## config.mk

```make
export PLATFORM = sky130hd
export DESIGN_NAME = munoc_txn_observer
export DESIGN_NICKNAME = d
export VERILOG_FILES = /design/src/rtl/munoc_txn_observer_pkg.sv /design/src/rtl/munoc_len_fifo.sv /design/src/rtl/munoc_txn_observer.sv
export SDC_FILE = /design/constraint.sdc
export NUM_CORES = 1
export LEC_CHECK = 0
export ABC_AREA = 0
export BUFFER_PORTS_ARGS = -buffer_cell sky130_fd_sc_hd__buf_4
export CAP_MARGIN = 20
export CORE_ASPECT_RATIO = 1.5
export CORE_UTILIZATION = 30
export CTS_CLUSTER_DIAMETER = 60
export CTS_CLUSTER_SIZE = 16
export DETAILED_ROUTE_END_ITERATION = 10
export PLACE_DENSITY_LB_ADDON = 0.25
export SLEW_MARGIN = 10
export SYNTH_ARGS = -nofsm -noshare
export SYNTH_HDL_FRONTEND = slang
export SYNTH_SLANG_ARGS = --single-unit
export TNS_END_PERCENT = 20
```

## constraint.sdc

```tcl
create_clock -name clk -period 4.25 [get_ports clk]
set_clock_uncertainty 0.05 [all_clocks]
set_input_delay 0.85 -clock clk [delete_from_list [all_inputs] [get_ports clk]]
set_output_delay 0.85 -clock clk [all_outputs]
set_load 0.02 [all_outputs]
```

## src/rtl/munoc_txn_observer_pkg.sv

```systemverilog
// Shared constants for the transaction observer: default sizing and the
// bit positions of the sticky error vector.
package munoc_txn_observer_pkg;

    localparam int BW_LEN_DEFAULT = 8;
    localparam int DEPTH_DEFAULT  = 4;

    localparam int NUM_ERR        = 5;
    localparam int ERR_ORPHAN     = 0;
    localparam int ERR_LAST_EARLY = 1;
    localparam int ERR_LAST_LATE  = 2;
    localparam int ERR_OVERFLOW   = 3;
    localparam int ERR_UNSTABLE   = 4;

endpackage

```

## src/rtl/munoc_len_fifo.sv

```systemverilog
// Burst-length FIFO. A push is accepted when not full, or when full with a
// pop in the same cycle; a pop on an empty FIFO is ignored.
module munoc_len_fifo #(
    parameter int WIDTH = 8,
    parameter int DEPTH = 4
) (
    input  logic             clk,
    input  logic             rst,
    input  logic             push,
    input  logic             pop,
    input  logic [WIDTH-1:0] push_data,
    output logic [WIDTH-1:0] head,
    output logic             full,
    output logic             empty
);

    localparam int AW = (DEPTH > 1) ? $clog2(DEPTH) : 1;
    localparam int CW = $clog2(DEPTH) + 1;

    logic [WIDTH-1:0] mem [DEPTH];
    logic [AW-1:0]    wr_ptr;
    logic [AW-1:0]    rd_ptr;
    logic [CW-1:0]    count;
    logic             do_push;
    logic             do_pop;

    // Occupancy flags come straight from the registered count.
    always_comb begin
        full    = (count == CW'(DEPTH));
        empty   = (count == '0);
        do_pop  = pop & ~empty;
        do_push = push & (~full | do_pop);
        head    = mem[rd_ptr];
    end

    // Pointers wrap naturally since DEPTH is a power of two.
    always_ff @(posedge clk) begin
        if (rst) begin
            wr_ptr <= '0;
            rd_ptr <= '0;
            count  <= '0;
        end else begin
            if (do_push) wr_ptr <= wr_ptr + AW'(1);
            if (do_pop)  rd_ptr <= rd_ptr + AW'(1);
            case ({do_push, do_pop})
                2'b10:   count <= count + CW'(1);
                2'b01:   count <= count - CW'(1);
                default: count <= count;
            endcase
        end
    end

    // Storage needs no reset; only entries between the pointers are read.
    always_ff @(posedge clk) begin
        if (do_push) mem[wr_ptr] <= push_data;
    end

endmodule

```

## src/rtl/munoc_txn_observer.sv

```systemverilog
// Passive observer of a request/response-burst link: tracks outstanding
// burst lengths, pulses on request acceptance and burst completion, and
// latches protocol errors until cleared.
module munoc_txn_observer
    import munoc_txn_observer_pkg::*;
#(
    parameter int BW_LEN = BW_LEN_DEFAULT,
    parameter int DEPTH  = DEPTH_DEFAULT
) (
    input  logic              clk,
    input  logic              rst,
    input  logic              enable,
    input  logic              req_valid,
    input  logic              req_ready,
    input  logic [BW_LEN-1:0] req_len,
    input  logic              rsp_valid,
    input  logic              rsp_ready,
    input  logic              rsp_last,
    input  logic              err_clear,
    output logic              txn_up,
    output logic              txn_down,
    output logic              fifo_full,
    output logic [BW_LEN-1:0] beat_count,
    output logic              err_orphan,
    output logic              err_last_early,
    output logic              err_last_late,
    output logic              err_overflow,
    output logic              err_unstable,
    output logic              err_any
);

    logic              req_acc;
    logic              beat;
    logic              fifo_empty;
    logic              fifo_full_w;
    logic [BW_LEN-1:0] head_len;
    logic              at_head;
    logic              pop;
    logic [NUM_ERR-1:0] err_event;
    logic [NUM_ERR-1:0] err_q;
    logic [BW_LEN-1:0] beat_count_q;
    logic              stall_q;
    logic [BW_LEN-1:0] stall_len_q;
    logic              txn_up_q;
    logic              txn_down_q;

    munoc_len_fifo #(
        .WIDTH (BW_LEN),
        .DEPTH (DEPTH)
    ) u_len_fifo (
        .clk       (clk),
        .rst       (rst),
        .push      (req_acc),
        .pop       (pop),
        .push_data (req_len),
        .head      (head_len),
        .full      (fifo_full_w),
        .empty     (fifo_empty)
    );

    // Classify this cycle's handshakes; a burst ends on rsp_last or on the
    // expected final beat, whichever comes first.
    always_comb begin
        req_acc   = enable & req_valid & req_ready;
        beat      = enable & rsp_valid & rsp_ready;
        at_head   = (beat_count_q == head_len);
        pop       = beat & ~fifo_empty & (rsp_last | at_head);
        err_event = '0;
        err_event[ERR_ORPHAN]     = beat & fifo_empty;
        err_event[ERR_LAST_EARLY] = beat & ~fifo_empty & rsp_last & ~at_head;
        err_event[ERR_LAST_LATE]  = beat & ~fifo_empty & ~rsp_last & at_head;
        err_event[ERR_OVERFLOW]   = req_acc & fifo_full_w & ~pop;
        err_event[ERR_UNSTABLE]   = enable & stall_q &
                                    (~req_valid | (req_len != stall_len_q));
    end

    // Beat counter within the burst at the FIFO head.
    always_ff @(posedge clk) begin
        if (rst)                       beat_count_q <= '0;
        else if (pop)                  beat_count_q <= '0;
        else if (beat && !fifo_empty)  beat_count_q <= beat_count_q + BW_LEN'(1);
    end

    // Registered event pulses; both go quiet when enable is low.
    always_ff @(posedge clk) begin
        if (rst) begin
            txn_up_q   <= 1'b0;
            txn_down_q <= 1'b0;
        end else begin
            txn_up_q   <= req_acc;
            txn_down_q <= pop;
        end
    end

    // Remember a stalled request so the next enabled cycle can be checked.
    always_ff @(posedge clk) begin
        if (rst) begin
            stall_q     <= 1'b0;
            stall_len_q <= '0;
        end else begin
            stall_q     <= enable & req_valid & ~req_ready;
            stall_len_q <= req_len;
        end
    end

    // Sticky errors; a new event beats a simultaneous clear.
    always_ff @(posedge clk) begin
        if (rst) err_q <= '0;
        else     err_q <= ((enable & err_clear) ? '0 : err_q) | err_event;
    end

    assign txn_up         = txn_up_q;
    assign txn_down       = txn_down_q;
    assign fifo_full      = fifo_full_w;
    assign beat_count     = beat_count_q;
    assign err_orphan     = err_q[ERR_ORPHAN];
    assign err_last_early = err_q[ERR_LAST_EARLY];
    assign err_last_late  = err_q[ERR_LAST_LATE];
    assign err_overflow   = err_q[ERR_OVERFLOW];
    assign err_unstable   = err_q[ERR_UNSTABLE];
    assign err_any        = |err_q;

endmodule

```

Word level (Yosys, flattened, before mapping)
Memory sizes are Yosys's and may differ from the RTL's. A register that Yosys moved wholly into a read port is not among the register bits.
Cells that the tools add are included.

word-level totals
  bits in registers = 31
  latch bits = 0
  memory bits (writable) = 32
  bits in read-only memories = 0
  bits of input ports = 17
  output and inout bits = 17
  logic and storage cells = 62
  memories = 1

memories
  name            depth  bits a word  rd ports  clocked after Yosys merged registers in  write ports  line                  source
  u_len_fifo.mem  4      8            1         1                                        1            munoc_len_fifo.sv:20  logic [WIDTH-1:0] mem [DEPTH];

operators by class
  add/sub/neg operators = 5
  $mul = 0
  divide/modulo/power cells = 0
  $lt $le $gt $ge = 0
  equal/unequal tests = 5
  shift-type cells = 0
  muxes and demuxes = 6
  bitwise logic cells = 30
  reduce and logical (&&, ||, !) cells = 6

operator list
  operator                                              number
  bitwise AND 1 bit                                     19
  adder 8 x 1 -> 8 bit (second input constant)          1
  equality test 8 bit                                   1
  inequality test 8 bit                                 1
  NOT 1 bit                                             7
  one-hot mux 3 bit (2 select lines)                    1
  2-to-1 mux 5 bit                                      1
  bitwise OR 5 bit                                      1
  OR reduction 5 bit                                    1
  adder 2 x 1 -> 2 bit (second input constant)          2
  2-to-1 mux 2 bit                                      2
  adder 3 x 1 -> 3 bit (second input constant)          1
  equality test 3 bit (second input constant)           1
  logical NOT 3 bit                                     1
  bitwise OR 1 bit                                      3
  subtractor 3 x 1 -> 3 bit (second input constant)     1
  equality test 2 x 1 -> 1 bit (second input constant)  1
  equality test 2 bit (second input constant)           1
  2-to-1 mux 1 bit                                      2
  nonzero test 2 bit                                    1
  OR reduction 2 bit                                    1
  logical AND 1 bit                                     1
  logical NOT 1 bit                                     1

Depth between registers and ports, before layout
  word-level depth = 9
  depth in mapped cells = 13
  mapped depth without buffers = 11

Hierarchy
From an unflattened synthesis, not the netlist that was laid out.

second synthesis, totals
  cell total of the unflattened synthesis = 224
  area total of the unflattened synthesis = 2876.5 sq um

by module, submodules not included
  module              instances  cells an instance  area an instance (sq um)  seq. area each (sq um)
  munoc_len_fifo      1          96                 1645.3                    1141.1
  munoc_txn_observer  1          128                1231.2                    480.5

Worst setup path before layout
Ideal clock, no wire load.

  path kind = register to register
  from = register (tool-made name)
  to = register u_len_fifo.count[2]
  setup time = 70 ps
  data arrival time = 3237 ps
  data required time = 4130 ps
  path slack = 893 ps
  cell stages (with the launch flop) = 14
  buffers on the path = 2
  period minus slack after synthesis = 3357 ps
  cells stage by stage = dfxtp_1 buf_6 mux4_2 xnor2_1 nand2_1 o41ai_4 and2_1 buf_4 ha_1 inv_1 fa_1 xor2_1 or3_1 a21oi_1

RTL lines
  item                    line                  source
  end signal: assignment  munoc_len_fifo.sv:46  2'b10: count <= count + CW'(1);
  end signal: assignment  munoc_len_fifo.sv:47  2'b01: count <= count - CW'(1);
  end signal: assignment  munoc_len_fifo.sv:48  default: count <= count;
  end: declaration        munoc_len_fifo.sv:23  logic [CW-1:0] count;

==> run_results.csv <==
group,metric,value,unit
min_path,hold_path.startpoint,"err_q[0]",
critical_path,crit_buf_inv,2,
clock_tree,numClockSinks,65,
global_route,globalRouteTotalUtil,12.57,%
logic_synthesis,yosys.cell_count.top_type,"sky130_fd_sc_hd__dfxtp_1",
floorplan,initial_utilization,30.99,%
timing,relSlewSlack,48.23,%
power,total_leakage_power,1.250,nW
critical_path,worstSetupEndpointType,"flip-flop",
drt,detail_route.drc_violations,0,
timing,final_hold_viol_count,0,
clock_tree,cts_tree,"built",
place,place_congestion,0.7294,
drt,num_vias,1706,
logic_synthesis,net_count_after_synthesis,242,
logic_synthesis,netlist.area_leader.share,35.12,%
critical_path,regToRegEndpoint,"u_len_fifo.count[2]",
critical_path,regToRegSetupSlack,0.66,ns
logic_synthesis,yosys.cell_types.count,39,
power,share_clk_of_total_power,49.0,%
logic_synthesis,synth.yosys.seq_area_share,59.26,%
global_route,grt_start_max_net_pins,36,
global_route,grt_first_pass_wirelength,8687,um
timing,fin_tns_setup,0,ns
drt,drt-total-wl,5308,um
clock_tree,postCtsHoldBufs,0,
critical_path,slowest_stage,"sky130_fd_sc_hd__dfxtp_1",
global_route,number_of_global_route_vias_before_repair,1709,
drt,drt_iter0_drc,71,
clock_tree,postCtsSetupRepairBufs,0,
layout,area_growth,24.10,%
timing,achievable-frequency,278.7,MHz
floorplan,fp-row-count,42,
floorplan,floorplan.core_area,0.008828,mm^2
critical_path,required,4.45,ns
drt,avgViaCountPerCell,4.574,
drt,post_drt_wl_per_cell,14.23,um
status,outcome,"finished clean",
place,port_buffers,33,
logic_synthesis,yosys_most_used_dff,"sky130_fd_sc_hd__dfxtp_1",
flow_run,timing.max_cap.violations,0,
logic_synthesis,synthesis.area_per_instance,12.55,um^2
clock_tree,cts_made_buffers,9,
logic_synthesis,synth_area,0.002736,mm^2
floorplan,total_die_area,0.009515,mm^2
min_path,worst_hold_path.endpoint,"err_q[0]",
drt,drt.antenna.violating_nets,0,
logic_synthesis,synth_seq_cells,65,
critical_path,worst_setup_path_type,"flip-flop to flip-flop",
timing,worstMarginPinSlew,0.7737,ns
clock_tree,cts.reportedPaths.clkPinSlew,0.06,ns
logic_synthesis,post-synth-top-area-cell,"sky130_fd_sc_hd__edfxtp_1",
drt,first_pass_iters,4,
layout,antenna_cells_inserted,0,
clock_tree,cell_at_the_root_of_the_clock_tree,"sky130_fd_sc_hd__clkbuf_16",
logic_synthesis,synth.cells.most_frequent,"sky130_fd_sc_hd__dfxtp_1 (33), sky130_fd_sc_hd__edfxtp_1 (32), sky130_fd_sc_hd__nor2_1 (20), sky130_fd_sc_hd__nand2_1 (14)",
timing,setup_ws,0.6622,ns
timing,pins_over_their_slew_limit,0,
power,share_comb_of_total_power,4.8,%
logic_synthesis,synth_cells,218,
critical_path,worst_ep_arrival_time,3.78,ns
timing,post-route-period-util,84.42,%
power,share_seq_of_total_power,46.2,%
place,pre_cts_ws,0.6370,ns
logic_synthesis,yosysWarningCount,0,
logic_synthesis,number_of_enable_type_register_cells_in_the_synthesized_netlist,32,
logic_synthesis,ffs_w_async_s_r_synth,0,%
clock_tree,cts_htree_levels,3,
timing,hold_slack,0.4348,ns
floorplan,io-pin-count,34,
floorplan,die_boundary_height,119.0,um
timing,final_setup_violation_count,0,
power,power-per-cell-area,429.1,mW/mm^2
timing,period_needed,3.588,ns
min_path,min_delay_path_depth,2,
clock_tree,cts_resized,0,
clock_tree,insertion_delay,0.32,ns
power,vdd_ir_drop_max,0.1749,mV
critical_path,critical-path-top-delay-family,"flip-flops",
layout,fin_nets,282,
floorplan,floorplan.die.width,79.98,um
logic_synthesis,post_synth_main_area_contributors,"sky130_fd_sc_hd__edfxtp_1 (35%), sky130_fd_sc_hd__dfxtp_1 (24%), sky130_fd_sc_hd__mux4_2 (6.6%), sky130_fd_sc_hd__xor2_1 (3.8%), sky130_fd_sc_hd__xnor2_1 (3.5%)",
min_path,worst_hold_path_type,"flip-flop to flip-flop",
critical_path,timing.critical_path.cells,"mux4_2, xnor2_1, nand2_1, o41ai_4, buf_4, and2_1, ha_1, inv_1, fa_1, xor2_1, or3_1, a21oi_1",
timing,rsz0062_at_grt,"false",
critical_path,largest_fanout_on_the_critical_path,8,
power,total_switching_power,307.0,uW
layout,final_layout_size_suffix_gt1_share,24.33,%
global_route,antenna_violations_before_repair,0,
global_route,grt.overflow.total,0,
power,p_total,1.457,mW
power,internal-power,1.150,mW
critical_path,worst_r2r_path_depth,12,
clock_tree,clock_path_buffers,2,
critical_path,critical_path.max_stage_delay,0.63,ns
place,dpl_cell_area,0.003107,mm^2
layout,finish.instance_area,0.003396,mm^2
power,swShare,21.07,%
place,dp_hpwl,3811,um
critical_path,critPathLaunchType,"flip-flop",
per-layer routing:
metal  share of wire (%)  global-route usage [%]  wire (um)  up-vias
li1                    -                       -          -      850
met1                  42                   13.57       2227      820
met2                  53                   21.79       2812       30
met3                 3.2                   2.529        172        6
met4                 1.8                   8.036         95        0
met5                   0                       0          0        -
worst register-to-register path, stage by stage (launching register included):
cell and delay, ns:
sky130_fd_sc_hd__dfxtp_1 0.63, sky130_fd_sc_hd__mux4_2 0.58, sky130_fd_sc_hd__xnor2_1 0.16, sky130_fd_sc_hd__nand2_1 0.12
sky130_fd_sc_hd__o41ai_4 0.35, sky130_fd_sc_hd__buf_4 0.21, sky130_fd_sc_hd__and2_1 0.17, sky130_fd_sc_hd__ha_1 0.19
sky130_fd_sc_hd__inv_1 0.06, sky130_fd_sc_hd__fa_1 0.37, sky130_fd_sc_hd__xor2_1 0.16, sky130_fd_sc_hd__or3_1 0.30
sky130_fd_sc_hd__a21oi_1 0.16
cell type report:
type	instances	area, um^2
inverters	12	45.04
fillers	872	5433
flip-flops and latches	65	1622
multi-input cells	134	1032
well taps	110	137.6
clock inverters	6	60.06
repair buffers	36	270.3
clock buffers	10	229.0
cell usage in the layout, fill, tap and decap left out, types with 8 or more instances in the layout:
cell type / synthesis / layout
sky130_fd_sc_hd__buf_4: 1 / 36
sky130_fd_sc_hd__clkbuf_16: 0 / 9
sky130_fd_sc_hd__dfxtp_1: 33 / 33
sky130_fd_sc_hd__edfxtp_1: 32 / 32
sky130_fd_sc_hd__inv_1: 12 / 12
sky130_fd_sc_hd__mux4_2: 8 / 8
sky130_fd_sc_hd__nand2_1: 14 / 14
sky130_fd_sc_hd__nor2_1: 20 / 20
sky130_fd_sc_hd__nor2b_1: 8 / 8
sky130_fd_sc_hd__nor3_1: 9 / 9
sky130_fd_sc_hd__xnor2_1: 11 / 11
sky130_fd_sc_hd__xor2_1: 12 / 12
metrics by stage:
step	utilization (%)	std cells
CTS	38.46	373
global placement	35.19	357
global route	38.46	373
floorplan	-	218
finish	38.46	373
detailed placement	35.19	357
sequential cells by signal, summed over array words and instances (netlist names), 2 cells and up, named ones only:
signal / count
u_len_fifo.mem: 32
beat_count: 8
stall_len_q: 8
err_q: 5
u_len_fifo.count: 3
u_len_fifo.rd_ptr: 2
u_len_fifo.wr_ptr: 2
cell families after synthesis:
| group | synth area share [%] |
|---|---|
| simple gates | 13.67 |
| fa+ha+maj | 3.475 |
| mux | 7.499 |
| flops | 59.26 |
| xor+xnor | 7.362 |
| compound gates | 5.716 |
| buf+inv | 3.018 |
worst max path at each step:
stage                    from  cells past startpoint                   to  slack (ns)
floorplan           flip-flop                     13  u_len_fifo.count[2]        0.89
global placement    flip-flop                     12  u_len_fifo.count[2]        0.77
detailed placement  flip-flop                     12  u_len_fifo.count[2]        0.64
CTS                 flip-flop                     12  u_len_fifo.count[2]        0.62
global route        flip-flop                     12  u_len_fifo.count[2]        0.42
finish              flip-flop                     12  u_len_fifo.count[2]        0.66
power by group through the flow:
stage / sequential, mW / clock (mW) / combinational [mW]
2_1_floorplan: 0.687 / 0 / 0.0395
3_3_place_gp: 0.687 / 0 / 0.0698
3_5_place_dp: 0.687 / 0 / 0.0714
4_1_cts: 0.674 / 0.727 / 0.0716
5_1_grt: 0.674 / 0.755 / 0.0781
6_report: 0.674 / 0.714 / 0.0699
No activity file was read; power rests on OpenSTA's default activity.
